### config.mk
export PLATFORM = sky130hd
export DESIGN_NAME = issue_entry_fifo
export DESIGN_NICKNAME = d
export VERILOG_FILES = /design/src/rtl/issue_entry_fifo.sv
export SDC_FILE = /design/constraint.sdc
export NUM_CORES = 1
export LEC_CHECK = 0
export ABC_CLOCK_PERIOD_IN_PS = 4210
export CAP_MARGIN = 20
export CORE_MARGIN = 2
export CORE_UTILIZATION = 55
export DETAILED_ROUTE_END_ITERATION = 12
export GPL_TIMING_DRIVEN = 0
export MAX_ROUTING_LAYER = met4
export PLACE_DENSITY = 0.78
export SLEW_MARGIN = 20
export SYNTH_ARGS = -nofsm -noshare
export SYNTH_HDL_FRONTEND = slang
export SYNTH_SLANG_ARGS = --single-unit
### constraint.sdc
create_clock -name clk_i -period 4.21 [get_ports clk_i]
set_clock_uncertainty 0.15 [all_clocks]
set_input_delay 0.6315 -clock clk_i [delete_from_list [all_inputs] [get_ports clk_i]]
set_output_delay 0.6315 -clock clk_i [all_outputs]
set_load 0.005 [all_outputs]
### src/rtl/issue_entry_fifo.sv
// issue_entry_fifo: an in-order buffer for decoded scoreboard entries, placed
// between decode and issue. The head entry is held on a valid/ack handshake,
// and the second-oldest entry is shown as a lookahead.
// Optional feature macro: ISSUE_FIFO_BYPASS_EN. When it is defined, a push
// into an empty FIFO appears on the head outputs in the same cycle.
// ariane_pkg is a local stand-in so this file builds on its own. Swap it for
// the real core package when integrating.

package ariane_pkg;
   typedef struct packed {
      logic [63:0] pc;
      logic [2:0]  trans_id;
      logic [3:0]  fu;
      logic [7:0]  op;
      logic [4:0]  rs1;
      logic [4:0]  rs2;
      logic [4:0]  rd;
      logic [63:0] result;
      logic        valid;
   } scoreboard_entry_t;
endpackage

module issue_entry_fifo #(
   parameter int DEPTH = 4,
   localparam int CNT_W = $clog2(DEPTH + 1)
) (
   input  logic                          clk_i,
   input  logic                          rst_ni,
   input  logic                          flush_i,
   input  logic                          debug_req_i,
   input  ariane_pkg::scoreboard_entry_t decoded_instr_i,
   input  logic                          decoded_instr_valid_i,
   input  logic                          is_ctrl_flow_i,
   output logic                          decoded_instr_ack_o,
   output ariane_pkg::scoreboard_entry_t issue_entry_o,
   output logic                          issue_entry_valid_o,
   output logic                          is_ctrl_flow_o,
   input  logic                          issue_instr_ack_i,
   output ariane_pkg::scoreboard_entry_t next_entry_o,
   output logic                          next_entry_valid_o,
   output logic [CNT_W-1:0]              count_o
);

   localparam int PTR_W = $clog2(DEPTH);
   localparam logic [CNT_W-1:0] DEPTH_C = CNT_W'(DEPTH);
   localparam logic [CNT_W-1:0] TWO_C   = CNT_W'(2);

   typedef struct packed {
      ariane_pkg::scoreboard_entry_t sbe;
      logic                          ctrlFlow;
   } slot_t;

   slot_t             mem_q [DEPTH];
   logic [PTR_W-1:0]  rdPtr_q, rdPtr_d;
   logic [PTR_W-1:0]  wrPtr_q, wrPtr_d;
   logic [CNT_W-1:0]  count_q, count_d;

   logic              pushReq;
   logic              bypassTaken;
   logic              doPush;
   logic              doPop;
   logic              headValid;
   logic              bypassShow;
   logic [PTR_W-1:0]  nextPtr;

   // Handshake decisions. The input ack does not depend on the consumer ack,
   // so a full FIFO refuses input even when the head is popped that cycle.
   always_comb begin
      decoded_instr_ack_o = (count_q < DEPTH_C) & ~debug_req_i & ~flush_i;
      pushReq             = decoded_instr_valid_i & decoded_instr_ack_o;
      headValid           = (count_q != '0);
`ifdef ISSUE_FIFO_BYPASS_EN
      bypassShow          = (count_q == '0) & pushReq;
`else
      bypassShow          = 1'b0;
`endif
      bypassTaken         = bypassShow & issue_instr_ack_i;
      doPush              = pushReq & ~bypassTaken;
      doPop               = headValid & issue_instr_ack_i;
      nextPtr             = rdPtr_q + PTR_W'(1);
   end

   // Next-state pointers and occupancy. A flush overrides any push or pop.
   always_comb begin
      rdPtr_d = rdPtr_q;
      wrPtr_d = wrPtr_q;
      count_d = count_q;
      if (doPush) wrPtr_d = wrPtr_q + PTR_W'(1);
      if (doPop)  rdPtr_d = rdPtr_q + PTR_W'(1);
      case ({doPush, doPop})
         2'b10:   count_d = count_q + CNT_W'(1);
         2'b01:   count_d = count_q - CNT_W'(1);
         default: count_d = count_q;
      endcase
      if (flush_i) begin
         rdPtr_d = '0;
         wrPtr_d = '0;
         count_d = '0;
      end
   end

   // Storage and pointer registers. Reset clears every slot, so no stale data is visible.
   always_ff @(posedge clk_i or negedge rst_ni) begin
      if (!rst_ni) begin
         rdPtr_q <= '0;
         wrPtr_q <= '0;
         count_q <= '0;
         for (int i = 0; i < DEPTH; i++) mem_q[i] <= '0;
      end else begin
         if (doPush) mem_q[wrPtr_q] <= '{sbe: decoded_instr_i, ctrlFlow: is_ctrl_flow_i};
         rdPtr_q <= rdPtr_d;
         wrPtr_q <= wrPtr_d;
         count_q <= count_d;
      end
   end

   // Head and lookahead outputs. Each is zeroed while its valid is low.
   always_comb begin
      issue_entry_valid_o = headValid | bypassShow;
      issue_entry_o       = '0;
      is_ctrl_flow_o      = 1'b0;
      if (headValid) begin
         issue_entry_o  = mem_q[rdPtr_q].sbe;
         is_ctrl_flow_o = mem_q[rdPtr_q].ctrlFlow;
      end else if (bypassShow) begin
         issue_entry_o  = decoded_instr_i;
         is_ctrl_flow_o = is_ctrl_flow_i;
      end
      next_entry_valid_o = (count_q >= TWO_C);
      next_entry_o       = next_entry_valid_o ? mem_q[nextPtr].sbe : '0;
      count_o            = count_q;
   end

`ifndef SYNTHESIS
   // Occupancy can never exceed the number of slots.
   assert property (@(posedge clk_i) disable iff (!rst_ni) count_q <= DEPTH_C);
`endif

endmodule

==> results.md, run 1 <==
- Unique masters post-synth: 29
- Nets: 2882
- Syn. warnings: 0
- RSZ-0062 raised after global routing: false
- Post-synthesis sequential area ratio: 46.8%
- Post-Synth XOR/XNOR Area: 0.127%
- Non-Filler Instances: 3610
- Initial DRC count: 1392
- CTS H-tree lvls: 3
- Ports: 491
- Row count: 91
- Die area: 64900 um^2
- Crit path launch type: flip-flop
- Placed cells: 3477
- Post-synth top cells: dfrtp_1, mux2_2, and2_1, mux4_2, mux2_4
- Post-Syn Area: 34600 um^2
- Area contributors post-synth: dfrtp_1, mux4_2, mux2_2
- 1st-pass router iterations: 5
- HPWL after DPL: 69700 um
- Share of post-route cells with drive strength above 1: 39.8%
- Gpl congestion: 0.886
- Power Dens Cells: 510 nW/um^2
- TritonCTS buffer count: 71
- DRC violations left: 0
- Worst path arrival time: 3270 ps
- Post-Syn Instances: 2144
- Initial antenna violation count: 17
- CTS tree: done
- Post-Synth Adder-Cell Area: 0.203%
- EDFF count, synth: 0
- Synth top area share: 46.8%
- Syn Area/Cell: 16.1 um^2
- Final period demand of the worst path: 4050 ps
- Post-synth ARST share: 100%
- Hold WC Path Type: in2reg
- VDD IR max: 0.000291 V
- Pin count of the biggest net entering global routing: 97
- # setup viols final: 0
- Number of synthesized register bits: 647
- Synth Flop Type: dfrtp_1
- Worst-margin pin slew: 1260 ps
- Setup bufs post-CTS: 0
- Root Buffer: clkbuf_16
- Final ANT Viol Nets: 0
- Clock Path Buffers: 3
- Leak: 19.1 nW
- Biggest area consumer among synthesized cells: dfrtp_1
- Clk_lat worst skew: 600 ps
- Clk pin slew, worst setup/hold paths: 60 ps
- Die H: 255 um
- Via count: 22300
- Mux cell area share after synthesis: 43.8%
- Post-synthesis simple-gate area fraction: 6.14%
- CP Class: reg2out
- Status: finished clean
- Wire length per cell: 27.5 um
- Post-route setup TNS: 0 ps
- CTS sink count: 647
- Maximum clock frequency: 247 MHz
- Worst-path fanout max: 11
- Max Cap Violations: 0
- Main combinational cell family by area after synthesis: multiplexers
- Number of global-route vias before repair: 24000
- WP data required: 3430 ps
- Core area: 61900 um^2
- Initial Util: 55.8%
- Post-Route WL: 99200 um
- Mapped Nets: 2315
- GRT Resource Usage Total: 32.1%
- Hold slack: 243 ps
- Die Wd: 255 um
- Pins Over Slew Limit: 0
- Total congestion overflow: 0
- Final Cycle Share: 96.2%
- Final Hold Viols: 0
- Vias per inst: 6.17
- Post-synthesis compound-gate area fraction: 0.0724%
- Port-buffer cells: 489
- Synthesis-to-finish area growth: 24.4%
- Crit path capture type: output port
- Slew headroom: 15.8%
- First-pass GRT wire length: 151000 um
- Most frequent cell after synthesis: dfrtp_1
## path summary, 6_finish.rpt
kind                                   startpoint  cells after the start                      to  slack (ps)
min reg2reg                mem_q[216]$_DFFE_PN0P_                      1  mem_q[216]$_DFFE_PN0P_         360
min in group asynchronous                  rst_ni                      2  mem_q[434]$_DFFE_PN0P_         350
max in group asynchronous                  rst_ni                      6  mem_q[523]$_DFFE_PN0P_        1420
max reg2reg                count_o[2]$_DFFE_PN0P_                      6  mem_q[143]$_DFFE_PN0P_        1060
max                        rdPtr_q[1]$_DFFE_PN0P_                      6         next_entry_o[4]         160
min                                       flush_i                      2  count_o[1]$_DFFE_PN0P_         240
## what timing repair did
item,CTS,global route
gates resized for setup,25,7
hold endpoints to repair,35,0
setup endpoints to repair,294,84
hold buffers,1,0
## logic make-up (layout without fill, tap and decap cells)
family          Yosys count  after routing
fa+ha+maj                 5              5
simple gates            341            341
xor+xnor                  5              5
mux                     961            961
flops                   647            647
compound gates            4              4
buf+inv                 181            792
other cells               0             18
## sequential cells by signal (all words and copies together) (netlist names)
register	flops
rdPtr_q	2
wrPtr_q	2
mem_q	640
count_o	3
## where the power goes
part | total, W | switching, W | internal [W]
logic | 0.00702 | 0.00252 | 0.00451
clock network | 0.00604 | 0.00253 | 0.00351
registers | 0.00888 | 0.00118 | 0.00770
total | 0.0219 | 0.00623 | 0.0157
## layout make-up
type,count,area [um^2]
fill,4229,18900
multi-input combinational,1316,17400
antenna,18,45.0
timing repair buffer,497,5100
buffer,176,1010
tap,837,1050
clock inverter,14,125
clock buffer,103,2070
sequential,647,16200
inverter,2,7.51
## per-layer routing
metal  part of all wire, %  up-vias  global-route usage (%)
li1                      -     9204                       -
met1                    40    12100                    41.3
met2                    49      815                    49.8
met3                   7.5      197                    8.02
met4                   3.6        0                    12.1
met5                     0        -                       -
## worst max-delay path, stage by stage (launching register included)
cell and delay (ps):
dfrtp_1 320, clkbuf_1 170, clkbuf_2 430, buf_2 470, mux4_2 550, and2_1 210, clkdlybuf4s50_1 520
## metrics by stage
step	setup WS [ps]	util [%]	area (um^2)	total power, W
after floorplan	1750	-	34600	0.0129
after global routing	8.97	69.4	43000	0.0229
after CTS	2.33	69.3	42900	0.0220
after detailed placement	-315	65.7	40700	0.0159
after global placement	-25340	65.4	40500	0.0156
final	158	69.4	43000	0.0219
## layout by cell type, fill, tap and decap left out, drive strengths merged, types with 2 or more instances in the layout
| cell type | netlist | final |
|---|---|---|
| dfrtp | 647 | 647 |
| mux2 | 640 | 640 |
| clkdlybuf4s50 | 0 | 488 |
| mux4 | 319 | 319 |
| and2 | 319 | 319 |
| clkbuf | 55 | 157 |
| buf | 124 | 130 |
| diode | 0 | 18 |
| clkinv | 0 | 10 |
| nor2 | 7 | 7 |
| nand2 | 6 | 6 |
| ha | 4 | 4 |
| nor3 | 3 | 3 |
| xor2 | 3 | 3 |
| inv | 2 | 2 |
| o31ai | 2 | 2 |
| xnor2 | 2 | 2 |
| mux2i | 2 | 2 |
| o21ai | 2 | 2 |
| clkinvlp | 0 | 2 |
| bufinv | 0 | 2 |
No activity file was read; power rests on OpenSTA's default activity.
==> inputs of run 2 (changes only) <==
--- a/config.mk
+++ b/config.mk
@@ -13,6 +13,7 @@
 export GPL_TIMING_DRIVEN = 0
 export MAX_ROUTING_LAYER = met4
 export PLACE_DENSITY = 0.78
+export SETUP_SLACK_MARGIN = 0.4
 export SLEW_MARGIN = 20
 export SYNTH_ARGS = -nofsm -noshare
 export SYNTH_HDL_FRONTEND = slang
==> run 2 against run 1 <==
Effect of this change:
- first-iteration DRC count shrank 6.9%
- total power is 0.19% higher
- count of clock-buffer cells in the layout unchanged
- sequential power hardly changed
- worst setup slack better by 280 ps
- register-to-register slack improved by 60 ps
- cell count hardly changed
- combinational power up 0.7%
- wire length barely moved
- sequential share of layout area is 0.20 points lower
- sequential cell count did not move
- clock power hardly changed
==> results.md, run 2 (synthesis gave the netlist of run 1 again) <==
- # setup viols final: 0 (unchanged)
- Hold WC Path Type: in2reg (unchanged)
- First-pass GRT wire length: 151000 um (about the same)
- Final WS setup: 435 ps (was 158 ps)
- Final period demand of the worst path: 3770 ps (was 4050 ps)
- M3 GR Usage: 8.04% (was 8.02%)
- Clock Path Buffers: 3 (unchanged)
- Gpl congestion: 0.886 (unchanged)
- Final core utilization: 69.8% (was 69.4%)
- Dpl ws: -315 ps (unchanged)
- Crit path launch type: flip-flop (unchanged)
- GRT Resource Usage Total: 32.2% (was 32.1%)
- Busiest layer in global routing: met2 (unchanged)
- Row count: 91 (unchanged)
- Met2 Use GR: 49.7% (was 49.8%)
- WP data required: 3430 ps (about the same)
- Status: finished clean (unchanged)
- Die area: 64900 um^2 (unchanged)
- Initial antenna violation count: 15 (was 17)
- Most common cell after layout, fill and taps aside: dfrtp_1 (unchanged)
- RSZ-0062 raised after global routing: true (was false)
- Maximum clock frequency: 265 MHz (was 247 MHz)
- Max reg flops: 640 (unchanged)
- Number of global-route vias before repair: 24000 (about the same)
- Synthesis-to-finish area growth: 25.0% (was 24.4%)
- FF-to-FF setup slack: 1120 ps (was 1060 ps)
- Root Buffer: clkbuf_16 (unchanged)
- Worst-path fanout max: 10 (was 11)
- Nets: 2885 (was 2882)
- Slew headroom: 20.2% (was 15.8%)
- Port-buffer cells: 489 (unchanged)
- TritonCTS buffer count: 71 (unchanged)
- Post-Route WL: 99200 um (about the same)
- CTS sink count: 647 (unchanged)
- Final ANT Viol Nets: 0 (unchanged)
- Pin count of the biggest net entering global routing: 97 (unchanged)
- Power Dens Cells: 509 nW/um^2 (was 510 nW/um^2)
- GR Layer Usage met1: 41.4% (was 41.3%)
- Final Hold Viols: 0 (unchanged)
- CTS H-tree lvls: 3 (unchanged)
- 1st-pass router iterations: 7 (was 5)
- Leak: 19.2 nW (was 19.1 nW)
- Clk pin slew, worst setup/hold paths: 60 ps (about the same)
- DRC violations left: 0 (unchanged)
- Final Cycle Share: 89.7% (was 96.2%)
- Worst path arrival time: 2990 ps (was 3270 ps)
- VDD IR max: 0.000290 V (was 0.000291 V)
- Largest Register: mem_q (unchanged)
- CTS tree: done (unchanged)
- Wire length per cell: 27.4 um (was 27.5 um)
- Initial Util: 55.8% (unchanged)
- Vias per inst: 6.16 (was 6.17)
- Max Cap Violations: 0 (unchanged)
- Ports: 491 (unchanged)
- Initial DRC count: 1296 (was 1392)
- Die H: 255 um (unchanged)
- CP Class: reg2out (unchanged)
- Total congestion overflow: 0 (unchanged)
- Core area: 61900 um^2 (unchanged)
- Pins Over Slew Limit: 0 (unchanged)
- Die Wd: 255 um (unchanged)
- HPWL after DPL: 69700 um (unchanged)
- Via count: 22300 (about the same)
- Commonest non-fill, non-tap cells in the layout: dfrtp_1, clkdlybuf4s50_1, mux2_2 (unchanged)
- Share of post-route cells with drive strength above 1: 40.3% (was 39.8%)
- Setup bufs post-CTS: 0 (unchanged)
- Worst-margin pin slew: 1200 ps (was 1260 ps)
- Clk_lat worst skew: 600 ps (about the same)
- Crit path capture type: output port (unchanged)
-- run 2: cell types whose count changed in the layout (fill, tap and decap cells not counted), moves of 3 or more --
cell,change
buf_2,-32
buf_4,+25
buf_6,+12
clkbuf_1,-11
clkbuf_4,+5
clkbuf_8,+3
-- run 2: path summary, 6_finish.rpt --
kind                                              from                endpoint  cells past startpoint
max in group asynchronous                       rst_ni   mem_q[43]$_DFFE_PN0P_                      6
worst min register to register  mem_q[216]$_DFFE_PN0P_  mem_q[216]$_DFFE_PN0P_                      1
worst min-delay path                           flush_i  count_o[1]$_DFFE_PN0P_                      2
worst max-delay path            rdPtr_q[1]$_DFFE_PN0P_       issue_entry_o[74]                      6
min in group asynchronous                       rst_ni  mem_q[434]$_DFFE_PN0P_                      2
worst max register to register  count_o[2]$_DFFE_PN0P_  mem_q[143]$_DFFE_PN0P_                      6
-- run 2: worst max-delay path, cell delays in order, from the launching register on --
cell	delay, ps
dfrtp_1	320
clkbuf_1	190
buf_4	330
buf_4	320
mux4_2	530
and2_1	180
clkdlybuf4s50_1	530
-- run 2: final cells by class --
type | instances | area, um^2
multi-input cells | 1316 | 17400
clock buffers | 103 | 2070
clock inverters | 14 | 125
fillers | 4205 | 18700
repair buffers | 497 | 5110
well taps | 837 | 1050
plain buffers | 179 | 1240
inverters | 2 | 7.51
diodes | 18 | 45.0
flip-flops and latches | 647 | 16200
-- run 2: power by group --
| group | switching, W | internal [W] | total [W] |
|---|---|---|---|
| registers | 0.00118 | 0.00770 | 0.00888 |
| clock network | 0.00252 | 0.00351 | 0.00603 |
| logic | 0.00252 | 0.00456 | 0.00707 |
-- run 2: what timing repair did --
| action | CTS | global route |
|---|---|---|
| gates resized for setup | 94 | 17 |
| hold buffers | 1 | 0 |
| endpoints found under the hold margin | 35 | 0 |
| endpoints found under the setup margin | 320 | 198 |
-- run 2: metal layers --
layer  part of all wire, %  routed length [um]
met5                     0                   0
met1                    39               38900
met3                   7.8                7740
met2                    49               48700
met4                   3.8                3750
-- run 2: stage by stage --
| step | total power (W) | hold WS, ps | cell area (um^2) | instances | setup TNS (ps) |
|---|---|---|---|---|---|
| after global placement | 0.0156 | 332 | 40500 | 3470 | - |
| final | 0.0220 | 247 | 43200 | 3613 | 0 |
| after detailed placement | 0.0159 | 349 | 40700 | 3477 | -11230 |
| after floorplan | 0.0129 | 186 | 34600 | 2144 | 0 |
| after CTS | 0.0221 | 218 | 43100 | 3595 | 0 |
| after global routing | 0.0229 | 232 | 43200 | 3610 | 0 |
